===== config.mk =====
export PLATFORM = sky130hd
export DESIGN_NAME = barrel_shift_pipe
export DESIGN_NICKNAME = d
export VERILOG_FILES = /design/src/rtl/shift_pkg.sv /design/src/rtl/barrel_shift_core.sv /design/src/rtl/barrel_shift_pipe.sv
export SDC_FILE = /design/constraint.sdc
export NUM_CORES = 1
export LEC_CHECK = 0
export BUFFER_PORTS_ARGS = -buffer_cell sky130_fd_sc_hd__buf_2
export CELL_PAD_IN_SITES_DETAIL_PLACEMENT = 0
export CELL_PAD_IN_SITES_GLOBAL_PLACEMENT = 1
export CORE_ASPECT_RATIO = 1.1
export CORE_MARGIN = 2
export CORE_UTILIZATION = 25
export DETAILED_ROUTE_END_ITERATION = 7
export PLACE_DENSITY = 0.55
export SYNTH_ARGS = -nofsm -noshare
export SYNTH_HDL_FRONTEND = slang
export SYNTH_SLANG_ARGS = --single-unit

===== constraint.sdc =====
create_clock -name clk -period 4.3 [get_ports clk]
set_clock_uncertainty 0.15 [all_clocks]
set_input_delay 0.86 -clock clk [delete_from_list [all_inputs] [get_ports clk]]
set_output_delay 0.86 -clock clk [all_outputs]
set_load 0.03 [all_outputs]

===== src/rtl/shift_pkg.sv =====
// Shared shift-type encodings and ARM operand-2 field positions.
package shift_pkg;

  // Shift type as encoded in inst[2:1]
  typedef enum logic [1:0] {
    SH_LSL = 2'b00,
    SH_LSR = 2'b01,
    SH_ASR = 2'b10,
    SH_ROR = 2'b11
  } shift_type_e;

  // Bit positions inside the 8-bit inst field
  localparam int INST_REG_BIT   = 0;
  localparam int INST_TYPE_LSB  = 1;
  localparam int INST_TYPE_MSB  = 2;
  localparam int INST_SHAMT_LSB = 3;
  localparam int INST_SHAMT_MSB = 7;

endpackage


===== src/rtl/barrel_shift_core.sv =====
// Combinational ARM barrel shifter: result and carry from a decoded amount.
// The amount arrives as the full 8-bit value (imm LSR/ASR #0 already mapped to
// WIDTH), so the >=WIDTH checks see the untruncated number.
module barrel_shift_core
  import shift_pkg::*;
#(
  parameter int WIDTH = 32,
  parameter int SHW   = $clog2(WIDTH)
) (
  input  logic [7:0]       amt,
  input  shift_type_e      sh_type,
  input  logic             pass,
  input  logic             rrx,
  input  logic [WIDTH-1:0] op,
  input  logic             cin,
  output logic [WIDTH-1:0] result,
  output logic             carry_out
);

  localparam logic [7:0] WIDTH_AMT = 8'(WIDTH);

  logic [SHW-1:0]   sh;
  logic [SHW-1:0]   neg_sh;
  logic [SHW-1:0]   dec_sh;
  logic             lt_w;
  logic             eq_w;
  logic [WIDTH-1:0] rot;

  // Shift/rotate datapath with ARM carry rules for each type and range of n
  always_comb begin
    sh        = amt[SHW-1:0];
    neg_sh    = '0 - sh;          // WIDTH-n for 1<=n<WIDTH
    dec_sh    = sh - SHW'(1);     // n-1 for 1<=n<WIDTH
    lt_w      = (amt < WIDTH_AMT);
    eq_w      = (amt == WIDTH_AMT);
    rot       = (op >> sh) | (op << neg_sh);
    result    = '0;
    carry_out = 1'b0;
    if (pass) begin
      result    = op;
      carry_out = cin;
    end else if (rrx) begin
      result    = {cin, op[WIDTH-1:1]};
      carry_out = op[0];
    end else begin
      case (sh_type)
        SH_LSL: begin
          if (lt_w) begin
            result    = op << sh;
            carry_out = op[neg_sh];
          end else if (eq_w) begin
            carry_out = op[0];
          end
        end
        SH_LSR: begin
          if (lt_w) begin
            result    = op >> sh;
            carry_out = op[dec_sh];
          end else if (eq_w) begin
            carry_out = op[WIDTH-1];
          end
        end
        SH_ASR: begin
          if (lt_w) begin
            result    = $unsigned($signed(op) >>> sh);
            carry_out = op[dec_sh];
          end else begin
            result    = {WIDTH{op[WIDTH-1]}};
            carry_out = op[WIDTH-1];
          end
        end
        default: begin
          // rotate by n mod WIDTH; zero rotation leaves op and C = op[MSB]
          result    = rot;
          carry_out = rot[WIDTH-1];
        end
      endcase
    end
  end

endmodule


===== src/rtl/barrel_shift_pipe.sv =====
// Two-stage pipelined ARM operand-2 barrel shifter with valid/ready flow control.
// S1 holds the decoded request, S2 holds the result.
// Handshake: a request transfers on a cycle where in_valid && in_ready; a result
// transfers where out_valid && out_ready. in_ready depends only on pipeline
// state and out_ready, never on in_valid. Held outputs stay stable under stall.
module barrel_shift_pipe
  import shift_pkg::*;
#(
  parameter int WIDTH = 32,
  parameter int SHW   = $clog2(WIDTH)
) (
  input  logic             clk,
  input  logic             reset,
  input  logic             in_valid,
  output logic             in_ready,
  input  logic             shift_en,
  input  logic [7:0]       inst,
  input  logic [7:0]       rs_amt,
  input  logic [WIDTH-1:0] operand,
  input  logic             carry_in,
  output logic             out_valid,
  input  logic             out_ready,
  output logic [WIDTH-1:0] result,
  output logic             carry_out
);

  localparam logic [7:0] WIDTH_AMT = 8'(WIDTH);

  logic             s1_valid_q, s1_valid_d;
  logic [7:0]       s1_amt_q, s1_amt_d;
  shift_type_e      s1_type_q, s1_type_d;
  logic             s1_pass_q, s1_pass_d;
  logic             s1_rrx_q, s1_rrx_d;
  logic [WIDTH-1:0] s1_op_q, s1_op_d;
  logic             s1_cin_q, s1_cin_d;
  logic             out_valid_q, out_valid_d;
  logic [WIDTH-1:0] result_q, result_d;
  logic             carry_q, carry_d;

  logic             s2_adv, s1_adv, in_fire;
  logic             dec_reg, dec_n_zero;
  logic [7:0]       dec_n;
  shift_type_e      dec_type;
  logic [WIDTH-1:0] core_res;
  logic             core_c;

  // Stage advance: a stage moves when empty or when its downstream moves
  always_comb begin
    s2_adv  = !out_valid_q || out_ready;
    s1_adv  = !s1_valid_q || s2_adv;
    in_fire = in_valid && s1_adv;
  end

  assign in_ready  = s1_adv;
  assign out_valid = out_valid_q;
  assign result    = result_q;
  assign carry_out = carry_q;

  // Decode amount and the zero-amount special cases from inst
  always_comb begin
    dec_reg    = inst[INST_REG_BIT];
    dec_type   = shift_type_e'(inst[INST_TYPE_MSB:INST_TYPE_LSB]);
    dec_n      = dec_reg ? rs_amt : {3'b000, inst[INST_SHAMT_MSB:INST_SHAMT_LSB]};
    dec_n_zero = (dec_n == 8'd0);
  end

  // S1 next state: load the decoded request on transfer, clear when drained
  always_comb begin
    s1_valid_d = s1_valid_q;
    s1_amt_d   = s1_amt_q;
    s1_type_d  = s1_type_q;
    s1_pass_d  = s1_pass_q;
    s1_rrx_d   = s1_rrx_q;
    s1_op_d    = s1_op_q;
    s1_cin_d   = s1_cin_q;
    if (s1_adv) begin
      s1_valid_d = in_valid;
    end
    if (in_fire) begin
      s1_type_d = dec_type;
      s1_op_d   = operand;
      s1_cin_d  = carry_in;
      s1_pass_d = !shift_en || (dec_n_zero && (dec_reg || dec_type == SH_LSL));
      s1_rrx_d  = shift_en && !dec_reg && dec_n_zero && (dec_type == SH_ROR);
      // immediate LSR/ASR #0 encodes a shift by the full width
      s1_amt_d  = (!dec_reg && dec_n_zero &&
                   (dec_type == SH_LSR || dec_type == SH_ASR)) ? WIDTH_AMT : dec_n;
    end
  end

  barrel_shift_core #(
    .WIDTH (WIDTH),
    .SHW   (SHW)
  ) u_core (
    .amt       (s1_amt_q),
    .sh_type   (s1_type_q),
    .pass      (s1_pass_q),
    .rrx       (s1_rrx_q),
    .op        (s1_op_q),
    .cin       (s1_cin_q),
    .result    (core_res),
    .carry_out (core_c)
  );

  // S2 next state: capture the core output when S1 moves forward
  always_comb begin
    out_valid_d = out_valid_q;
    result_d    = result_q;
    carry_d     = carry_q;
    if (s2_adv) begin
      out_valid_d = s1_valid_q;
      if (s1_valid_q) begin
        result_d = core_res;
        carry_d  = core_c;
      end
    end
  end

  // Pipeline registers with synchronous reset
  always_ff @(posedge clk) begin
    if (reset) begin
      s1_valid_q  <= 1'b0;
      s1_amt_q    <= '0;
      s1_type_q   <= SH_LSL;
      s1_pass_q   <= 1'b0;
      s1_rrx_q    <= 1'b0;
      s1_op_q     <= '0;
      s1_cin_q    <= 1'b0;
      out_valid_q <= 1'b0;
      result_q    <= '0;
      carry_q     <= 1'b0;
    end else begin
      s1_valid_q  <= s1_valid_d;
      s1_amt_q    <= s1_amt_d;
      s1_type_q   <= s1_type_d;
      s1_pass_q   <= s1_pass_d;
      s1_rrx_q    <= s1_rrx_d;
      s1_op_q     <= s1_op_d;
      s1_cin_q    <= s1_cin_d;
      out_valid_q <= out_valid_d;
      result_q    <= result_d;
      carry_q     <= carry_d;
    end
  end

endmodule


After elaboration in Yosys (flattened, before gate mapping):

Cells that the tools add are included.

* register bits: 80
* latch bits: 0
* memory bits (writable): 0
* ROM bits: 0
* word-level logic and storage cells: 66
* memories kept: 0

* add/sub/neg operators: 2
* $mul: 0
* div/mod/pow operators: 0
* magnitude comparators: 3
* eq/ne operators: 6
* shifts and indexed selects: 4
* multiplexer cells: 20
* bitwise gates (word level): 1
* reduce and logical (&&, ||, !) cells: 20

Operator list (number)
* $mux 32: 5
* $pmux 32 s3: 1
* $shl 32x5->32: 2
* $or 32x32->32: 1
* $shr 32x5->32: 1
* $sshr 32x5->32: 1
* $mux 8: 2
* $lt 5x6->1 const B: 2
* $bmux 1 s5: 2
* $mux 1: 9
* $eq 8x6->1 const B: 1
* $logic_not 8->1: 1
* $lt 8x6->1 const B: 1
* $logic_and 1x1->1: 7
* $eq 2x2->1 const B: 3
* $logic_or 1x1->1: 5
* $sub 1x5->5 const A: 1
* $sub 5x1->5 const B: 1
* $eq 2x1->1 const B: 2
* $logic_not 1->1: 4
* $logic_not 2->1: 2
* $pmux 1 s3: 1
* $reduce_and 2->1: 1

Depth between registers and ports, before layout:

* depth after elaboration: 7
* mapped depth: 17

Cells and area by module:

From an unflattened synthesis, not the netlist that was laid out.

* cell total of the unflattened synthesis: 1457
* area, all modules: 11397.2 µm²

Modules (own cells, without submodules)
* barrel_shift_core: instances 1, cells each 1080, area each 8194.1 µm², sequential area each 0.0 µm²
* barrel_shift_pipe: instances 1, cells each 377, area each 3203.1 µm², sequential area each 1601.5 µm²

Least setup slack after synthesis:

No wires, ideal clock.

* kind: reg2reg
* start: register s1_amt_q[0]
* end: register result_q[9] (netlist: result[9])
* arrival: 3.360 ns
* required time: 4.034 ns
* path slack: 0.674 ns
* stages on the path, launching flop included: 18
* period minus slack after synthesis: 3.626 ns
* path through: dfxtp_1 buf_6 clkinv_1 buf_2 buf_6 buf_4 buf_4 ha_1 buf_2 buf_4 buf_2 mux4_2 mux2i_1 nand2_1 o21ai_0 o21ai_0 a22o_1 o211a_1

* cells in the longest elaborated chain, start to end: 6
* elaborated cells between the ends (all ways): 13
* classes of those cells: add/sub (1); order compare (1); shift (4); mux (6); bitwise (1)

Ends and longest elaborated chain
* start, declared: line barrel_shift_pipe.sv:30 `logic [7:0] s1_amt_q, s1_amt_d;`
* start signal, assigned: line barrel_shift_pipe.sv:134 `s1_amt_q <= s1_amt_d;`
* $sub 1x5->5: line barrel_shift_core.sv:32 `neg_sh = '0 - sh;`
* $shl 32x5->32: line barrel_shift_core.sv:36 `rot = (op >> sh) | (op << neg_sh);`
* $or 32x32->32: line barrel_shift_core.sv:36
* $pmux 32 s3 (*): line barrel_shift_core.sv:46 `case (sh_type)`
* $mux 32 (*): line barrel_shift_core.sv:42 `end else if (rrx) begin`
* $mux 32 (*): line barrel_shift_core.sv:39 `if (pass) begin`
* end signal, assigned: line barrel_shift_pipe.sv:141 `result_q <= result_d;`
* end, declared: line barrel_shift_pipe.sv:37 `logic [WIDTH-1:0] result_q, result_d;`

Mark *: on every way between the ends. The rest lies on a longest branch, timed or not.
A chain may end at the register's enable or synchronous reset.

Worst setup path in the final report:

* start: register s1_amt_q[1]
* end: register result_q[23] (netlist: result[23])

The elaborated chain is that of the path after synthesis.

==> impl_metrics.yaml <==
die:
  initial_utilization: 0.253
  chipHeight_um: 230
  die_area_um2: 48000
  core_area_um2: 45700
  ios: 89
  row_count: 82
  chipWidth_um: 209
drt:
  vias: 13300
  routedWlPerCell_um: 30.7
  drt_pass1_iterations: 5
  drc_errors: 0
  vias_per_cell: 6.33
  drtIter0Drc: 1663
  drt-total-wl_mm: 64.5
  drtAntennaViolNets: 0
critical_path:
  r2r_end: "result[23]"
  crit_type: "flip-flop to flip-flop"
  crit_path_start_kind: "flip-flop"
  r2r_start: "s1_amt_q[1]"
  endpoint_kind: "flip-flop"
  crit_fanout: 25
  critPathArrivalTime_ps: 3940
  r2r_setup_slack_ps: 450
  critPathRequiredTime_ps: 4390
  r2r_cells: 8
yosys:
  ys_async_sr_fraction: 0
  synthFlopType: "dfxtp_1"
  synth_area_leaders: "mux4_2 17%, dfxtp_1 14%, mux2i_1 9.9%"
  netlist_area_um2: 11600
  synth.ff_latch_count: 80
  yosysWarnings: 0
  synth_top_cell_area_share: 0.165
  synth_area_per_cell_um2: 7.68
  netlist_top_cells_count: "228 x nand2_1, 137 x a21oi_1, 135 x nor2_1"
  seq_area_frac_synth: 0.138
  synth_cell_type_count: 79
  syn_inst: 1507
  synth_nets: 1564
  synthMostInstantiatedCell: "nand2_1"
  yosysTopAreaCell: "mux4_2"
  synth-edff-count: 0
outcome:
  status: "completed"
timing:
  rsz0062_at_grt: "false"
  setup_viol: 0
  min_period_ps: 3850
  worst_pin_slew_ps: 1200
  slew_headroom: 0.199
  final-hold-violation-count: 0
  fin_crit_sh: 0.894
  drv_slew: 0
  max_freq_mhz: 260
  fin_setup_tns_ps: 0
global_route:
  grt_max_degree: 79
  antenna_found_initial: 1
  grtUsageTotal: 0.264
  grt_pass1_vias: 12800
  gr-total-overflow: 0
  grt_pass1_wl_mm: 93.4
place:
  dp_hpwl_mm: 48.4
  place_inst: 2086
  place_area_um2: 12600
  io_buffers: 88
  routabilityCongestion: 1.03
pwr:
  p_leak_nw: 4.73
  cellPowerDensity_nw_per_um2: 281
  vdd_ir_drop_max_mv: 0.194
clock_network:
  root_buffer: "clkbuf_16"
  htree_levels: 3
  cts.reportedPaths.clkPinSlew_ps: 70
  worstSkewPairLatency_ps: 390
  clk_path_buf_depth: 2
  cts_tree: "built"
  cts-buffers-inserted: 9
  postCtsHoldBufs: 0
  cts.repair.resized: 0
  cts.sinks: 80
  cts_setup_buffers: 0
layout:
  postLayoutCellArea_um2: 12900
  final_nets: 1566
  syn_to_final_growth_pct: 11.8
  final_util: 0.283
  drive_gt1_frac: 0.231
  instances_no_fill: 2103
worst_hold_path:
  min_from: "result[26]"
  hp-class: "flip-flop to flip-flop"
  holdPathEnd: "result[26]"
  hold_depth: 2
flow_run:
  drv_cap: 0
[logic make-up (layout without fill, tap and decap cells)]
| family | after synthesis | count (layout) | share of synthesized area |
|---|---|---|---|
| compound gates | 444 | 444 | 0.251 |
| xor+xnor | 6 | 6 | 0.00519 |
| fa+ha+maj | 3 | 3 | 0.00324 |
| buf+inv | 209 | 216 | 0.0865 |
| flops | 80 | 80 | 0.138 |
| mux | 244 | 244 | 0.317 |
| other cells | 0 | 1 | 0 |
| simple gates | 521 | 521 | 0.199 |
[how the worst max path moves through the flow]
stage                           start    endpoint  slack, ps  cells past startpoint
after floorplan           s1_amt_q[0]   result[9]        670                     17
after global placement    s1_amt_q[1]  result[23]        500                      8
after detailed placement  s1_amt_q[1]  result[23]        610                      8
after CTS                 s1_amt_q[1]  result[23]        580                      8
after global routing      s1_amt_q[1]  result[23]        330                      8
final                     s1_amt_q[1]  result[23]        450                      8
[cell usage in the layout, fill, tap and decap left out, types with 11 or more instances in the layout]
master    instances
and3_1           14
inv_1            14
o21ai_0          74
a31oi_1          14
buf_2            88
nand2b_1         15
mux2i_1         114
mux2_2           37
o22ai_1          27
nand3_1          31
a21oi_1         136
dfxtp_1          75
o211ai_1         20
o31ai_1          14
a22oi_1          11
mux4_2           85
a211oi_1         37
nor3_1           38
o221ai_1         13
buf_4            94
nor2_1          135
nand2_1         228
[metal layers]
metal	track usage	wire (um)	up-vias
li1	-	-	5673
met1	0.349	26300	6602
met4	0.159	4040	0
met5	0	0	-
met3	0.0538	6170	182
met2	0.397	27900	864
[state kept, by name, summed over array words and instances (netlist names)]
register,cells
s1_cin_q,1
s1_amt_q,8
s1_op_q,32
out_valid,1
s1_type_q,2
carry_out,1
s1_rrx_q,1
result,32
s1_valid_q,1
s1_pass_q,1
[worst max-delay path, cell delays in order (launching register included)]
cell	delay (ps)
dfxtp_4	450
buf_4	350
mux4_2	560
mux2i_1	480
nor2_1	70
a31oi_1	520
o22ai_1	210
a221oi_1	710
o22ai_1	190
[stage by stage]
step	total power, mW	worst slack, ps	hold WS [ps]
floorplan	2.06	674	299
global placement	2.77	496	292
detailed placement	2.76	613	302
CTS	3.59	579	318
global route	3.77	330	369
finish	3.63	454	315
[where the power goes]
part / internal (mW) / leakage [nW] / total, mW / switching [mW]
Clock: 0.430 / 0.145 / 0.822 / 0.392
Combinational: 0.675 / 3.92 / 1.90 / 1.23
Sequential: 0.785 / 0.660 / 0.910 / 0.126
Total: 1.89 / 4.73 / 3.63 / 1.74
[cell type report]
class / instances / area (um2)
well taps: 588 / 736
multi-input cells: 1218 / 9030
clock inverters: 5 / 36.3
flip-flops and latches: 80 / 1620
clock buffers: 11 / 254
fillers: 5030 / 32700
inverters: 15 / 56.3
diodes: 1 / 2.50
repair buffers: 185 / 1210
No activity file was read; power rests on OpenSTA's default activity.
